<file path="config.mk">
export PLATFORM = sky130hd
export DESIGN_NAME = s32x_sdr_arb
export DESIGN_NICKNAME = d
export VERILOG_FILES = /design/src/rtl/s32x_sdr_arb.sv
export SDC_FILE = /design/constraint.sdc
export NUM_CORES = 1
export LEC_CHECK = 0
export BUFFER_PORTS_ARGS = -buffer_cell sky130_fd_sc_hd__buf_2
export CORE_MARGIN = 10
export CORE_UTILIZATION = 53
export CTS_CLUSTER_SIZE = 28
export DETAILED_ROUTE_END_ITERATION = 10
export HOLD_SLACK_MARGIN = 0.02
export PLACE_DENSITY = 0.8
export SYNTH_ARGS = -nofsm -noshare
export SYNTH_HDL_FRONTEND = slang
export SYNTH_SLANG_ARGS = --single-unit
</file>
<file path="constraint.sdc">
create_clock -name CLK -period 2.7 [get_ports CLK]
set_input_delay 0 -clock CLK [delete_from_list [all_inputs] [get_ports CLK]]
set_output_delay 0 -clock CLK [all_outputs]
set_load 0.01 [all_outputs]
</file>
<file path="src/rtl/s32x_sdr_arb.sv">
// SDRAM arbiter/bridge: NUM_MST SH-2 style masters share one 16-bit SDRAM port, longwords split into two beats.
// Optional macro S32X_SDR_RR_EN selects round-robin arbitration; fixed priority (master 0 highest) otherwise.
module s32x_sdr_arb #(
    parameter int NUM_MST      = 2,
    parameter int AW           = 17,
    parameter int WIDE_BUS     = 1,
    parameter int USE_SDR_WAIT = 0,
    parameter int FIXED_LAT    = 2
) (
    input  logic                    CLK,
    input  logic                    RST_N,
    input  logic                    CE_F,
    input  logic [NUM_MST-1:0]      MST_CS_N,
    input  logic [NUM_MST-1:0]      MST_BS_N,
    input  logic [NUM_MST-1:0]      MST_RD_WR_N,
    input  logic [NUM_MST*4-1:0]    MST_DQM_N,
    input  logic [NUM_MST*AW-1:0]   MST_A,
    input  logic [NUM_MST*32-1:0]   MST_DO,
    output logic [NUM_MST*32-1:0]   MST_DI,
    output logic [NUM_MST-1:0]      MST_WAIT_N,
    output logic [AW-1:0]           SDR_A,
    output logic [15:0]             SDR_DO,
    input  logic [15:0]             SDR_DI,
    output logic                    SDR_CS,
    output logic                    SDR_RD,
    output logic [1:0]              SDR_WE,
    input  logic                    SDR_WAIT
);
    localparam int IW = (NUM_MST > 1) ? $clog2(NUM_MST) : 1;
    localparam int CW = $clog2(FIXED_LAT + 1);

    typedef enum logic [2:0] {IDLE, ISSUE, BUSY, NEXT, DONE} state_t;

    state_t                state_q, state_d;
    logic [NUM_MST-1:0]    pending_q, pending_d;
    logic [NUM_MST-1:0]    wait_n_q, wait_n_d;
    logic [NUM_MST*32-1:0] di_q, di_d;
    logic [NUM_MST-1:0]    rd_q, rd_d;
    logic [AW-1:0]         a_q [NUM_MST];
    logic [AW-1:0]         a_d [NUM_MST];
    logic [31:0]           do_q [NUM_MST];
    logic [31:0]           do_d [NUM_MST];
    logic [3:0]            dqm_q [NUM_MST];
    logic [3:0]            dqm_d [NUM_MST];
    logic [IW-1:0]         gnt_q, gnt_d;
    logic                  beat_q, beat_d;
    logic [CW-1:0]         cnt_q, cnt_d;
    logic [15:0]           buf0_q, buf0_d, buf1_q, buf1_d;
    logic [IW-1:0]         sel;
    logic                  complete, is_long, upper, active;
    logic [AW-1:0]         cur_a;
    logic [31:0]           cur_do;
    logic [3:0]            cur_dqm;
    logic                  cur_rd;

`ifdef S32X_SDR_RR_EN
    logic [IW-1:0] rr_q, rr_d;

    // Search begins one past the last granted master so every requester gets a turn.
    always_comb begin
        int idx;
        sel = '0;
        for (int k = NUM_MST - 1; k >= 0; k--) begin
            idx = (int'(rr_q) + 1 + k) % NUM_MST;
            if (pending_q[idx]) sel = IW'(idx);
        end
    end

    always_comb begin
        rr_d = rr_q;
        if (state_q == IDLE && |pending_q) rr_d = sel;
    end

    always_ff @(posedge CLK or negedge RST_N) begin
        if (!RST_N) rr_q <= '0;
        else        rr_q <= rr_d;
    end
`else
    always_comb begin
        sel = '0;
        for (int k = NUM_MST - 1; k >= 0; k--) begin
            if (pending_q[k]) sel = IW'(k);
        end
    end
`endif

    assign cur_a   = a_q[gnt_q];
    assign cur_do  = do_q[gnt_q];
    assign cur_dqm = dqm_q[gnt_q];
    assign cur_rd  = rd_q[gnt_q];
    assign is_long = (WIDE_BUS != 0) && (cur_dqm == 4'b0000);
    // Longwords go upper half first; word/byte accesses pick their half from address bit 1.
    assign upper   = (WIDE_BUS != 0) && (is_long ? !beat_q : !cur_a[1]);
    assign active  = (state_q == ISSUE) || (state_q == BUSY);

    always_comb begin
        state_d   = state_q;
        pending_d = pending_q;
        wait_n_d  = wait_n_q;
        di_d      = di_q;
        rd_d      = rd_q;
        a_d       = a_q;
        do_d      = do_q;
        dqm_d     = dqm_q;
        gnt_d     = gnt_q;
        beat_d    = beat_q;
        cnt_d     = cnt_q;
        buf0_d    = buf0_q;
        buf1_d    = buf1_q;
        complete  = 1'b0;

        if (CE_F) begin
            for (int i = 0; i < NUM_MST; i++) begin
                if (!MST_CS_N[i] && !MST_BS_N[i] && !pending_q[i]) begin
                    pending_d[i] = 1'b1;
                    wait_n_d[i]  = 1'b0;
                    rd_d[i]      = MST_RD_WR_N[i];
                    a_d[i]       = MST_A[i*AW +: AW];
                    do_d[i]      = MST_DO[i*32 +: 32];
                    dqm_d[i]     = MST_DQM_N[i*4 +: 4];
                end
            end
        end

        case (state_q)
            IDLE: begin
                beat_d = 1'b0;
                if (|pending_q) begin
                    gnt_d   = sel;
                    state_d = ISSUE;
                end
            end
            ISSUE: begin
                cnt_d   = CW'(1);
                state_d = BUSY;
            end
            BUSY: begin
                if (USE_SDR_WAIT != 0) begin
                    complete = !SDR_WAIT;
                end else begin
                    complete = (cnt_q == CW'(FIXED_LAT));
                    if (!complete) cnt_d = cnt_q + 1'b1;
                end
                if (complete) begin
                    if (beat_q) buf1_d = SDR_DI;
                    else        buf0_d = SDR_DI;
                    state_d = (is_long && !beat_q) ? NEXT : DONE;
                end
            end
            NEXT: begin
                beat_d  = 1'b1;
                state_d = ISSUE;
            end
            DONE: begin
                pending_d[gnt_q] = 1'b0;
                wait_n_d[gnt_q]  = 1'b1;
                if (is_long)              di_d[int'(gnt_q)*32 +: 32] = {buf0_q, buf1_q};
                else if (WIDE_BUS != 0)   di_d[int'(gnt_q)*32 +: 32] = {buf0_q, buf0_q};
                else                      di_d[int'(gnt_q)*32 +: 32] = {16'h0000, buf0_q};
                state_d = IDLE;
            end
            default: state_d = IDLE;
        endcase
    end

    always_ff @(posedge CLK or negedge RST_N) begin
        if (!RST_N) begin
            state_q   <= IDLE;
            pending_q <= '0;
            wait_n_q  <= '1;
            di_q      <= '0;
            rd_q      <= '0;
            gnt_q     <= '0;
            beat_q    <= 1'b0;
            cnt_q     <= '0;
            buf0_q    <= '0;
            buf1_q    <= '0;
            for (int i = 0; i < NUM_MST; i++) begin
                a_q[i]   <= '0;
                do_q[i]  <= '0;
                dqm_q[i] <= '0;
            end
        end else begin
            state_q   <= state_d;
            pending_q <= pending_d;
            wait_n_q  <= wait_n_d;
            di_q      <= di_d;
            rd_q      <= rd_d;
            gnt_q     <= gnt_d;
            beat_q    <= beat_d;
            cnt_q     <= cnt_d;
            buf0_q    <= buf0_d;
            buf1_q    <= buf1_d;
            a_q       <= a_d;
            do_q      <= do_d;
            dqm_q     <= dqm_d;
        end
    end

    // Strobes and address/data are only driven while an access is on the bus.
    always_comb begin
        SDR_CS = active;
        SDR_RD = active && cur_rd;
        SDR_WE = 2'b00;
        SDR_A  = '0;
        SDR_DO = 16'h0000;
        if (active) begin
            if (!cur_rd) SDR_WE = upper ? ~cur_dqm[3:2] : ~cur_dqm[1:0];
            SDR_A  = is_long ? {cur_a[AW-1:2], beat_q, cur_a[0]} : cur_a;
            SDR_DO = upper ? cur_do[31:16] : cur_do[15:0];
        end
    end

    assign MST_DI     = di_q;
    assign MST_WAIT_N = wait_n_q;
endmodule

</file>
# [Yosys cells after proc, flatten, opt, wreduce, memory -nomap -nowiden]
# Index checks and enable logic that the tools add are counted.
[totals] word_cells=110 out_inout_bits=103 register_bits=215 input_bits=132
[classes] n_shift=3 n_reduce_logical=28 mux=42 eq_ne=8 magnitude_cmp=3 bitwise=7 addsub=2
[op_table] operator="$bwmux 64" count=2
[op_table] operator="$shiftx 32x33->64" count=2
[op_table] operator="$mux 32" count=3
[op_table] operator="$mux 17" count=4
[op_table] operator="$mux 64" count=1
[op_table] operator="$shift 32x33->64 const A" count=1
[op_table] operator="$neg 6->33" count=1
[op_table] operator="$mux 16" count=2
[op_table] operator="$mux 2" count=9
[op_table] operator="$mux 4" count=3
[op_table] operator="$pmux 3 s4" count=1
[op_table] operator="$mux 1" count=11
[op_table] operator="$reduce_and 2->1" count=5
[op_table] operator="$mux 3" count=3
[op_table] operator="$logic_not 1->1" count=8
[op_table] operator="$logic_and 1x1->1" count=7
[op_table] operator="$eq 3x2->1 const B" count=2
[op_table] operator="$not 2->2" count=3
[op_table] operator="$reduce_and 3->1" count=2
[op_table] operator="$logic_not 4->1" count=1
[op_table] operator="$ne 2x2->1 const B" count=2
[op_table] operator="$pmux 2 s2" count=1
[op_table] operator="$reduce_bool 2->1" count=2
[op_table] operator="$eq 3x1->1 const B" count=1
[op_table] operator="other kinds (16)" count=16

# [Logic depth before layout (Yosys ltp)]
# Gate-level depths: netlist (run 1).
[logic_depth] word_depth=9 depth_mapped=7 ltp_nobuf=6

# [Least setup slack after synthesis (run 1)]
# Ideal clock, no wire load.
[synth_path] kind="register to register" start="register cnt_q[0]" end="register buf0_q[10]" t_required_ns=2.575 period_less_slack_ns=1.841 arrival_time_ns=1.716 slack_ns=0.859 stages_incl_launch_ff=7 path_buffers=1 path_cell_list="dfrtp_1 -> inv_1 -> ha_1 -> nand4bb_1 -> nor2_1 -> buf_2 -> mux2_2"
[synth_via] elab_chain_cells=3
[synth_rtl] item="from (decl)" line_no="47" source="logic [CW-1:0] cnt_q, cnt_d;"
[synth_rtl] item="from (signal assigned)" line_no="191" source="cnt_q <= cnt_d;"
[synth_rtl] item="$eq 2x2->1" line_no="141" source="complete = (cnt_q == CW'(FIXED_LAT));"
[synth_rtl] item="$mux 1" line_no="125" source="case (state_q)"
[synth_rtl] item="$reduce_and 3->1 (no source line)"
[synth_rtl] item="to (signal assigned)" line_no="192" source="buf0_q <= buf0_d;"
[synth_rtl] item="to (decl)" line_no="48" source="logic [15:0] buf0_q, buf0_d, buf1_q, buf1_d;"
# Every way passes these cells. The select of a mux whose other input is x is not followed.
# A chain may end at the register's enable or synchronous reset.

# [Worst setup path in the final report (run 1)]
[layout_path] start="register gnt_q" end="output SDR_DO[9]"
[layout_via] elab_chain_cells=8
[layout_rtl] item="from (decl)" line_no="45" source="logic [IW-1:0] gnt_q, gnt_d;"
[layout_rtl] item="from (signal assigned)" line_no="189" source="gnt_q <= gnt_d;"
[layout_rtl] item="$not 1->2 (not written as such) (*)" line_no="87, 88, 89"
[layout_rtl] item="$mux 4 (not written as such) / $mux 17 (equally long branches) (3 in series)" line_no="89, 87"
[layout_rtl] item="$logic_not 4->1 / $logic_not 1->1 (equally long branches)" line_no="91, 93"
[layout_rtl] item="$mux 1" line_no="93" source="assign upper = (WIDE_BUS != 0) && (is_long ? !beat_q : !cur_a[1]);"
[layout_rtl] item="$mux 16 (*)" line_no="210" source="SDR_DO = upper ? cur_do[31:16] : cur_do[15:0];"
[layout_rtl] item="$mux 16 (*)" line_no="207" source="if (active) begin"
[layout_rtl] item="to (decl)" line_no="22" source="output logic [15:0] SDR_DO,"
# Every way passes the cells marked *; elsewhere a longest branch is shown, timed or not. The select of a mux whose other input is x is not followed.

==> results of run 1 <==
## final cells by class
class / count / area (µm²)
clock buffer: 35 / 661
fill: 1070 / 4510
inverter: 7 / 26.3
multi-input combinational: 450 / 3730
timing repair buffer: 382 / 2680
clock inverter: 2 / 10.0
antenna: 5 / 12.5
sequential: 215 / 5390
tap: 225 / 282
## layer usage
metal,global-route usage (%),up-vias
met5,0,-
met4,5.95,0
met3,6.12,41
met2,38.1,259
met1,26.5,3525
li1,-,3242
## power groups by stage
stage / combinational, mW / clock [mW] / sequential [mW]
after floorplan: 3.47 / 0 / 5.19
after global placement: 4.89 / 0 / 5.35
after detailed placement: 5.01 / 0 / 5.41
after CTS: 5.19 / 2.90 / 5.37
after global routing: 5.79 / 3.04 / 5.56
final: 5.35 / 2.84 / 5.41
## path summary, 6_finish.rpt
path                                              end  startpoint
setup / recovery                            SDR_DO[9]       gnt_q
hold / removal                                a_q[33]       RST_N
setup reg to reg                           MST_DI[34]       gnt_q
hold reg to reg                             flip-flop   flip-flop
max in group asynchronous  asynchronous set/reset pin       RST_N
min in group CLK                              a_q[16]   MST_A[33]
## synthesized netlist by cell type, types with 3 or more instances
cell,n
mux2i_1,70
nor3_1,3
nand2_1,74
clkbuf_1,14
buf_2,23
dfrtp_1,213
o21ai_1,7
or4_1,16
buf_4,3
o31ai_1,8
inv_1,7
mux2_2,157
buf_1,4
o31ai_2,8
o21ai_0,16
a21oi_1,22
nor2_1,41
## through the flow
step | total power [mW] | hold WS, ns | instances | util (%)
final | 13.6 | 0.130 | 1321 | 73.9
after global routing | 14.4 | 0.186 | 1321 | 73.9
after CTS | 13.5 | 0.162 | 1314 | 73.7
after detailed placement | 10.4 | 0.109 | 1148 | 62.3
after global placement | 10.2 | 0.105 | 1148 | 62.3
after floorplan | 8.67 | -0.296 | 717 | -
## cell families after synthesis
logic type                 Yosys count  share of synthesized area (%)
buffers and inverters               52                           2.60
and+or+nand+nor                    150                           7.58
muxes                              228                           26.7
xor gates and xnor gates             1                         0.0939
AOI/OAI and AO/OA                   70                           5.18
DFF                                215                           57.7
adders and majority gates            1                          0.134
## timing repair
action / 4_1_cts / 5_1_grt
gates resized for setup: 0 / 2
setup endpoints to repair: 1 / 18
hold buffers: 129 / 0
pin swaps: 1 / 1
hold endpoints to repair: 226 / 0
setup buffers: 0 / 2
cloned: 0 / 0
==> results.md, run 1 <==
- The synthesized design contains 0 enable-type register cells.
- After detailed routing, the met2 layer carries 13700 µm of wire.
- The most common cell after layout, fill and taps aside is buf_2.
- The final setup TNS is 0 ns.
- Among all flip-flop cells after synthesis, the most frequent one is dfrtp_1.
- Summing all placed instances gives a cell area of 10800 µm².
- For this run, the post-layout net count is 1211.
- The area share of the leading cell type in the synthesized netlist is 57.1%.
- TritonCTS built the clock tree.
- The critical path in this run is classified as flip-flop to primary output.
- The gate count of the mapped netlist is 717.
- Before CTS, the worst setup slack after placement is 0.526 ns.
- The initial antenna violation count came to 5.
- The number of global-route vias before repair is 7668.
- The logic gate share of total power is 39.3%.
- The global-route usage over all layers is 22.1%.
- In this run switching power makes up 35.6% of total power.
- Counting along the longest clock path gives a buffer depth of 3.
- 235 I/O pins were placed.
- Subtracting the final worst setup slack from the clock period gives 2.57 ns.
- The clock-pin slew on the worst setup and hold paths is 0.06 ns.
- Port buffering added 233 buffers.
- The run finished with clean final reports.
- Dividing the detail-routed wire length by the instance count gives 20.4 µm.
- The uppermost layer routed is met4.
- The width of the die is 153 µm.
- Ranked by total cell area, the synthesized netlist is headed by dfrtp_1 (57%), mux2_2 (19%), mux2i_1 (7.5%), nand2_1 (3.0%), nor2_1 (1.6%).
- CTS placed an instance of clkbuf_16 at the clock tree root.
- The number of placement rows is 48.
- The distinct cell type count after synthesis is 39.
- The length of routed wiring on met1 is 10700 µm.
- The nature of the critical path startpoint is a flip-flop.
- The critical-path maximum fanout is 28.
- The congestion estimate from routability-driven global placement came to 0.807.
- Summing the sequential cell areas from Yosys gives 57.7% of the chip area.
- The critical-path cell with the highest stage delay is dfrtp_4.
- The finished layout cell area is 12800 µm².
- Global routing finished with a remaining overflow of 0.
- In this run the power density over the cells is 1060 nW/µm².
- The final wirelength is 26900 µm.
- The number of max-slew violations in the final report is 0.
- For the pin with the worst max-slew slack, the measured transition is 1.01 ns.
- The internal portion of the total power is 8.76 mW.
- The worst hold path belongs to the class primary input to asynchronous set/reset pin.
- Clock tree synthesis found a total of 215 sinks.
- Data on the critical path is required at its endpoint by 2.70 ns.
- Across the VDD grid, the largest voltage drop is 0.729 mV.
- The share of synthesized flip-flops with an asynchronous set or reset is 100%.
- The hold violation total from the final report is 0.
- The count of warnings emitted by yosys is 0.
- Sequential cells account for 39.7% of the total power.
- For this configuration, the core starts out at a cell density of 53.9%.
- Dividing the detail-routed via count by the number of cells gives 5.35.
- The peak clock frequency supported by timing is 389 MHz.
- The total vias in the final route is 7067.
- When the netlist entered floorplanning its net count stood at 850.
- The first routing iteration left 325 violations.
- For this design the total switching power over the nets is 4.84 mW.
- The fraction of final layout cells sized beyond drive strength 1 is 42.3%.
- Summed over all nets, the half-perimeter wirelength after detailed placement is 16100 µm.
- Of all cell types, the one taking the most synthesized area is dfrtp_1.
- Measured against its own limit, the worst slew margin works out to 31.4%.
- Setup repair after global routing left no endpoint under its margin.
- The library cells used most frequently in the layout, excluding fill and tap cells, are buf_2 (232), dfrtp_1 (212), mux2_2 (157).
- After detailed routing, the number of remaining DRC violations is 0.
- The share of power burned in the clock network is 20.9%.
- The analysis attributes to cell leakage a power of 6.36 nW.
- The clock latency at the later pin of the worst-skew pair is 0.49 ns.
- Together, buffers and inverters on the worst path number 2.
- Entering global routing, the biggest net connects 88 pins.
- Data on the critical path arrives at its endpoint at 2.57 ns.
- The largest single stage delay on the critical path is 0.61 ns.
- After synthesis the netlist holds a flip-flop and latch count of 215.
- The met3 wirelength from detailed routing is 1990 µm.
- The post-synthesis instance area is 9330 µm².
- Clock skew on the completed layout was measured at 0.00762 ns.
- The depth of the critical timing path with buffers and inverters included is 5.
- The CTS H-tree depth is 1.
- Dividing the final minimum period by the clock period gives 95.3%.
- The critical path goes through buf_4, mux2i_1, or4_1, o31ai_2, buf_2.
- Setup slack on the worst reg-to-reg path comes out at 0.53 ns.
- The max-cap violation count is 0.
- Setup violations remaining at the end of the flow were counted as 0.
- The final worst slack is 0.127 ns.
- The floorplan step set the die height to 153 µm.
- The kind of end point of the critical path is a primary output.
- The area growth from synthesis to layout is 37.1%.
- The first global-routing pass estimated 42400 µm of wire.
- The path depth of the worst reg2reg path is 3.
- The cell family contributing the most delay on the critical path is buffers and inverters.
- The floorplan core area is 17300 µm².
- The count of nets left with antenna violations after detail routing is 0.
- Dividing the synthesized area by the synthesized cell count gives 13.0 µm².
- The number of search-and-repair iterations in the first detailed-routing pass is 7.
- TritonCTS created 22 clock buffers.
- The floorplan step defined a die boundary enclosing 23300 µm².
No activity file was read; power rests on OpenSTA's default activity.
==> run 2: changes to the inputs <==
- CORE_UTILIZATION: 53 -> 45
- PLACE_DENSITY: 0.8 -> 0.69
==> results.md, run 2 (synthesized netlist as in run 1, its figures left out) <==
- The number of max-slew violations in the final report is 0 (unchanged).
- The number of buffer and inverter stages on the critical path is 2 (unchanged).
- The final setup TNS is 0 ns (unchanged).
- The finished layout cell area is 13000 µm² (+1.3%).
- The wire length of the first global-routing pass is 41500 µm (-2.3%).
- The final wirelength is 26000 µm (-3.5%).
- The total of buffers placed on input and output ports was 233 (unchanged).
- The critical-path maximum fanout is 17 (-39%).
- The number of global-route vias before repair is 7642 (-0.34%).
- The cell at the root of the clock tree is clkbuf_16.
- The number of DRC markers after the initial detailed-route iteration is 358 (+10%).
- The total vias in the final route is 6953 (-1.6%).
- The data arrival time at the worst-slack endpoint is 2.55 ns (-0.02 ns).
- The CTS tree is yes.
- The number of search-and-repair iterations in the first detailed-routing pass was 4 (-3).
- The overall power after layout was 13.8 mW (+1.8%).
- The instance area at placement is 10900 µm² (+0.69%).
- The largest clock skew in the final design was 0.0145 ns (+0.00684 ns).
- The detail-routed net length per standard cell was 19.0 µm (-6.7%).
- The critical path is of the flip-flop to primary output type.
- The hold violation total from the final report came to 0 (unchanged).
- The final worst slack is 0.155 ns (+0.0279 ns).
- The power per cell area is 1070 nW/µm² (+0.45%).
- The initial core utilization is 46.0% (-8.0 points).
- The floorplan die area was 26900 µm² (+15%).
- The worst slack after detailed placement is 0.512 ns (-0.0137 ns).
- The post-route DRC violation count is 0 (unchanged).
- The layout net count is 1212 (+0.083%).
- The minimum clock period is 2.55 ns (-0.0279 ns).
- Setup repair after global routing left no endpoint under its margin.
- The post-route fraction of the period consumed by the critical path is 94.3% (-1.0 points).
- The I/O pin total is 235 (unchanged).
- The flow ran to the end, and the final reports show no timing, DRC or antenna violations.
- The placer congestion estimate is 0.756 (-6.4%).
- The reg-to-reg startpoint is gnt_q.
- The library cell used most frequently in the layout, excluding fill and tap cells, is buf_2.
- In this run the worst hold path is classified as primary input to asynchronous set/reset pin.
- The peak clock frequency supported by timing is 393 MHz (+1.1%).
- The clock-pin slew on the worst setup and hold paths is 0.06 ns (about the same).
- The HPWL after detailed placement is 16300 µm (+1.2%).
- The fraction of final layout cells sized beyond drive strength 1 is 42.5% (+0.12 points).
- The CTS H-tree depth is 1 (unchanged).
- The delay of the slowest cell on the worst path was 0.51 ns (-0.10 ns).
- The via count normalized by instance count was 5.09 (-4.9%).
- The critical-path cell with the highest stage delay is or4_1.
- The gate family responsible for the most delay along the worst path is simple AND/OR/NAND/NOR gates.
- The setup-violating endpoint count in the final report is 0 (unchanged).
- The floorplan core area was 20300 µm² (+17%).
- The overall die height was 164 µm (+7.4%).
- Leaving out fill and tap cells, the most frequent cells in the layout are buf_2 (232), dfrtp_1 (212), mux2_2 (157).
- The required time at the worst-slack endpoint came to 2.70 ns (about the same).
- The maximum count of clock buffers along a single path is 3 (unchanged).
- The number of placement rows is 52 (+8.3%).
- The register-to-register path setup slack came to 0.75 ns (+0.22 ns).
- The sum of overflow across all layers after global routing is 0 (unchanged).
- The post-synthesis to final-layout area growth is 38.9%.
- The nature of the critical path startpoint is a flip-flop.
- The buffer count from post-CTS setup fixing was 0 (unchanged).
- The global-route usage over all layers is 18.9% (-3.1 points).
- Walking the worst path, the cells encountered are nor4_4, a211oi_4, buf_4, or4_1, o31ai_1, buf_2.
- The max-slew headroom at the worst pin is 54.6% (+23 points).
- The max-cap violation count was 0 (unchanged).
- The number of clock sinks is 215 (unchanged).
- The count of nets left with antenna violations after detail routing was 0 (unchanged).
- The kind of end point of the critical path is a primary output.
- The initial antenna violation count came to 1 (-4).
- The clock latency at the later pin of the worst-skew pair is 0.51 ns (+0.02 ns).
- The maximum ir drop on the vdd rail is 0.654 mV (-10%).
- The slew of the pin with the lowest slew margin was 0.680 ns (-0.328 ns).
- The leakage power of the design is 6.41 nW (+0.81%).
- The number of buffers added by the clock tree synthesis step is 24 (+9.1%).
- The pin count of the biggest net entering global routing is 82 (-6.8%).
- The path depth of the worst reg2reg path came to 4 (+1).
- The width of the die came to 164 µm (+7.4%).
- The fraction of the core area covered by cells at the end of the flow is 63.8% (-10 points).
==> run 2: changes by cell type in the layout (fill, tap and decap cells not counted), sizes merged <==
cell / delta
dlygate4sd3: +2
clkinvlp: +1
bufinv: +2
buf: -3
clkbuf: +1
clkinv: +1
diode: -4
==> run 2: layout make-up <==
| class | count | area, µm² |
|---|---|---|
| Antenna cell | 1 | 2.50 |
| Clock buffer | 36 | 707 |
| Clock inverter | 6 | 82.6 |
| Fill cell | 1558 | 7340 |
| Inverter | 7 | 26.3 |
| Multi-Input combinational cell | 450 | 3730 |
| Sequential cell | 215 | 5390 |
| Tap cell | 270 | 338 |
| Timing Repair Buffer | 381 | 2690 |
==> run 2: metrics by stage <==
stage          std cells  hold WS [ns]
2_1_floorplan        717        -0.296
3_3_place_gp        1192        0.0908
3_5_place_dp        1192        0.0848
4_1_cts             1365         0.113
5_1_grt             1366         0.140
6_report            1366        0.0877
==> run 2: worst max path at each step <==
| stage | end | cells after the start | start | slack, ns |
|---|---|---|---|---|
| floorplan | buf0_q[10] | 6 | cnt_q[0] | 0.86 |
| finish | SDR_DO[1] | 6 | dqm_q[0] | 0.15 |
| detailed placement | SDR_DO[1] | 5 | state_q[1] | 0.51 |
| global route | SDR_DO[1] | 6 | dqm_q[0] | 0.005 |
| CTS | SDR_DO[1] | 6 | dqm_q[0] | 0.12 |
| global placement | SDR_DO[1] | 5 | state_q[1] | 0.54 |
==> run 2: report_power, final <==
part	total [mW]	switching, mW	internal, mW	leakage (nW)
Sequential	5.38	0.880	4.50	2.74
Clock	3.26	1.27	1.99	0.385
Combinational	5.21	2.67	2.54	3.29
Total	13.8	4.82	9.03	6.41
==> run 2: layer usage <==
| layer | vias up | global-route usage, % | wire length (µm) |
|---|---|---|---|
| li1 | 3246 | - | - |
| met1 | 3438 | 24.3 | 11100 |
| met2 | 232 | 31.6 | 12600 |
| met3 | 37 | 5.03 | 1880 |
| met4 | 0 | 4.02 | 435 |
| met5 | - | 0 | 0 |
==> run 2: what timing repair did <==
| action | in CTS | in global routing |
|---|---|---|
| hold buffers | 131 | 0 |
| endpoints found under the setup margin | 3 | 0 |
| gates resized for setup | 1 | 0 |
| hold endpoints to repair | 221 | 0 |
==> run 3: changes to the inputs <==
- CORE_UTILIZATION: 45 -> 53
- PLACE_DENSITY: 0.69 -> 0.8
- clock period: 2.7 -> 2.5 ns (I/O delays scaled with it)
==> results.md, run 3 (synthesized netlist as in run 1, its figures left out) <==
- The fraction of final layout cells sized beyond drive strength 1 is 43.5% (+0.99 points).
- The final worst slack was -0.00393 ns (-0.159 ns).
- The path depth of the worst reg2reg path came to 5 (+1).
- The sum of overflow across all layers after global routing is 0 (unchanged).
- The slew of the pin with the lowest slew margin was 0.979 ns (+0.299 ns).
- The clock-pin slew on the worst setup and hold paths was 0.06 ns (about the same).
- The path class of the tightest hold or removal check is primary input to asynchronous set/reset pin.
- The flow ran to the end, but the final reports show violations.
- Leaving out fill and tap cells, the most frequent cell in the layout is buf_2.
- The worst path uses 100% of the clock period.
- The required time at the worst-slack endpoint came to 2.50 ns (-0.20 ns).
- The number of DRC markers after the initial detailed-route iteration was 349 (-2.5%).
- The via count normalized by instance count is 5.42 (+6.4%).
- The wire length of the first global-routing pass is 44400 µm (+7.1%).
- The largest clock skew in the final design came to 0.0136 ns (-0.000905 ns).
- The startpoint identified for the worst register-to-register timing path is dqm_q[7].
- The placer congestion estimate was 0.780 (+3.1%).
- The post-route DRC violation count came to 0 (unchanged).
- The HPWL after detailed placement was 16500 µm (+1.7%).
- The tree is rooted in a clkbuf_16.
- The total of buffers placed on input and output ports came to 233 (unchanged).
- The floorplan core area is 17300 µm² (-15%).
- The number of clock sinks is 215 (unchanged).
- The logic gate share of total power was 40.2% (+2.6 points).
- After layout, the minimum clock period comes to 2.50 ns.
- The endpoint identified for the worst register-to-register timing path is MST_DI[11].
- The overall power after layout is 15.1 mW (+8.9%).
- The relative contribution of sequential cells to total power was 38.5% (-0.3 points).
- STA classifies the critical path endpoint as a primary output.
- The critical-path maximum fanout is 17 (unchanged).
- The number of max-slew violations in the final report came to 0 (unchanged).
- The maximum ir drop on the vdd rail was 0.779 mV (+19%).
- The setup-violating endpoint count in the final report is 1 (+1).
- The max-slew headroom at the worst pin is 33.3% (-21 points).
- The switching share of power was 35.9% (+1.1 points).
- The final wirelength came to 27500 µm (+6.0%).
- The width of the die is 153 µm (-6.9%).
- The area used by multi-input combinational logic came to 3750 µm² (+0.64%).
- The count of nets left with antenna violations after detail routing is 0 (unchanged).
- The maximum count of clock buffers along a single path is 3 (unchanged).
- The initial core utilization is 53.9% (+8.0 points).
- The I/O pin total is 235 (unchanged).
- The setup path with the least slack is of type flip-flop to primary output.
- The internal portion of total power came to 9.66 mW (+7.0%).
- The total vias in the final route came to 7194 (+3.5%).
- The power dissipated by switching net loads is 5.41 mW (+12%).
- The power per cell area is 1170 nW/µm² (+9.3%).
- The overall die height is 153 µm (-6.9%).
- The area taken by flip-flops and latches is 5390 µm² (about the same).
- The final setup TNS was -0.00393 ns (-0.00393 ns).
- The top cell types in the final layout, fill and taps aside, are buf_2 (232), dfrtp_1 (210), mux2_2 (157).
- The final reports fail on negative setup slack.
- Setup repair after global routing could not meet its margin everywhere.
- The number of standard cells in the layout, taps in and fillers out is 1328 (-2.8%).
- The floorplan die area is 23300 µm² (-13%).
- The worst slack after detailed placement was 0.435 ns (-0.0770 ns).
- Static timing analysis puts the maximum clock frequency at 399 MHz.
- The share of power burned in the clock network came to 21.3% (-2.2 points).
- The clock latency at the later pin of the worst-skew pair is 0.50 ns (about the same).
- The fill cell total of the finished layout is 1116 (-28%).
- The leakage power of the design was 6.43 nW (+0.27%).
- The layout net count is 1217 (+0.41%).
- STA classifies the critical path startpoint as a flip-flop.
- The initial antenna violation count came to 3 (+2).
- The number of global-route vias before repair came to 8022 (+5.0%).
- The number of search-and-repair iterations in the first detailed-routing pass was 5 (+1).
- The number of buffers added by the clock tree synthesis step is 22 (-8.3%).
- The max-cap violation count is 0 (unchanged).
- The number of placement rows is 48 (-7.7%).
- The register-to-register path setup slack is 0.37 ns (-0.38 ns).
- The global-route usage over all layers is 23.1% (+4.2 points).
- The instance count after placement with tap cells included came to 1150 (-3.5%).
- TritonCTS built the clock tree.
- The data arrival time at the worst-slack endpoint is 2.50 ns (-0.05 ns).
- The hold violation total from the final report is 0 (unchanged).
- The post-synthesis to final-layout area growth is 38.4%.
- The pin count of the biggest net entering global routing came to 76 (-7.3%).
- The detail-routed net length per standard cell is 20.7 µm (+9.0%).
- The fraction of the core area covered by cells at the end of the flow was 74.7% (+11 points).
- The CTS H-tree depth was 1 (unchanged).
run 3: per-stage QoR:
stage,area (µm²),hold slack [ns]
after floorplan,9330,-0.296
after global placement,10800,0.0622
after detailed placement,10800,0.0635
after CTS,12800,0.0973
after global routing,12900,0.129
final,12900,0.0879
run 3: routing by layer:
layer,vias up,wire [µm],track usage [%]
li1,3252,-,-
met1,3612,10800,27.4
met2,273,13900,39.6
met3,57,2100,6.80
met4,0,753,6.86
met5,-,0,0
run 3: how the worst max path moves through the flow:
stage / startpoint / to / slack, ns / cells after the start
after floorplan: cnt_q[0] / buf0_q[10] / 0.66 / 6
after CTS: dqm_q[3] / SDR_WE[1] / -0.01 / 5
final: dqm_q[7] / SDR_DO[15] / -0.004 / 6
after global placement: dqm_q[0] / SDR_WE[1] / 0.46 / 5
after detailed placement: dqm_q[0] / SDR_WE[1] / 0.44 / 5
after global routing: dqm_q[0] / SDR_DO[13] / -0.09 / 6
run 3: layout make-up:
cell class / count / area share, %
Clock inverter: 4 / 0.155
Multi-Input combinational cell: 450 / 29.0
Tap cell: 225 / 2.18
Sequential cell: 215 / 41.7
Timing Repair Buffer: 388 / 21.2
Antenna cell: 3 / 0.0581
Clock buffer: 36 / 5.38
Inverter: 7 / 0.203
run 3: what timing repair did:
action | in CTS | in global routing
setup buffers | 2 | 4
setup endpoints to repair | 18 | 18
pin swaps | 5 | 3
endpoints found under the hold margin | 250 | 0
resized for setup | 3 | 6
hold buffers | 129 | 0
run 3: power by group through the flow:
stage               Sequential, mW  Clock (mW)  Combinational (mW)
floorplan                     5.61           0                3.75
CTS                           5.74        3.27                5.79
global placement              5.70           0                5.40
detailed placement            5.78           0                5.54
global route                  5.98        3.42                6.56
finish                        5.80        3.22                6.05
run 3: critical path, stage by stage (launching register included):
cell and delay, ns:
dfrtp_1 0.45, nor4_4 0.38, a211oi_4 0.12, buf_4 0.22, or4_1 0.51, o31ai_1 0.12, buf_2 0.20
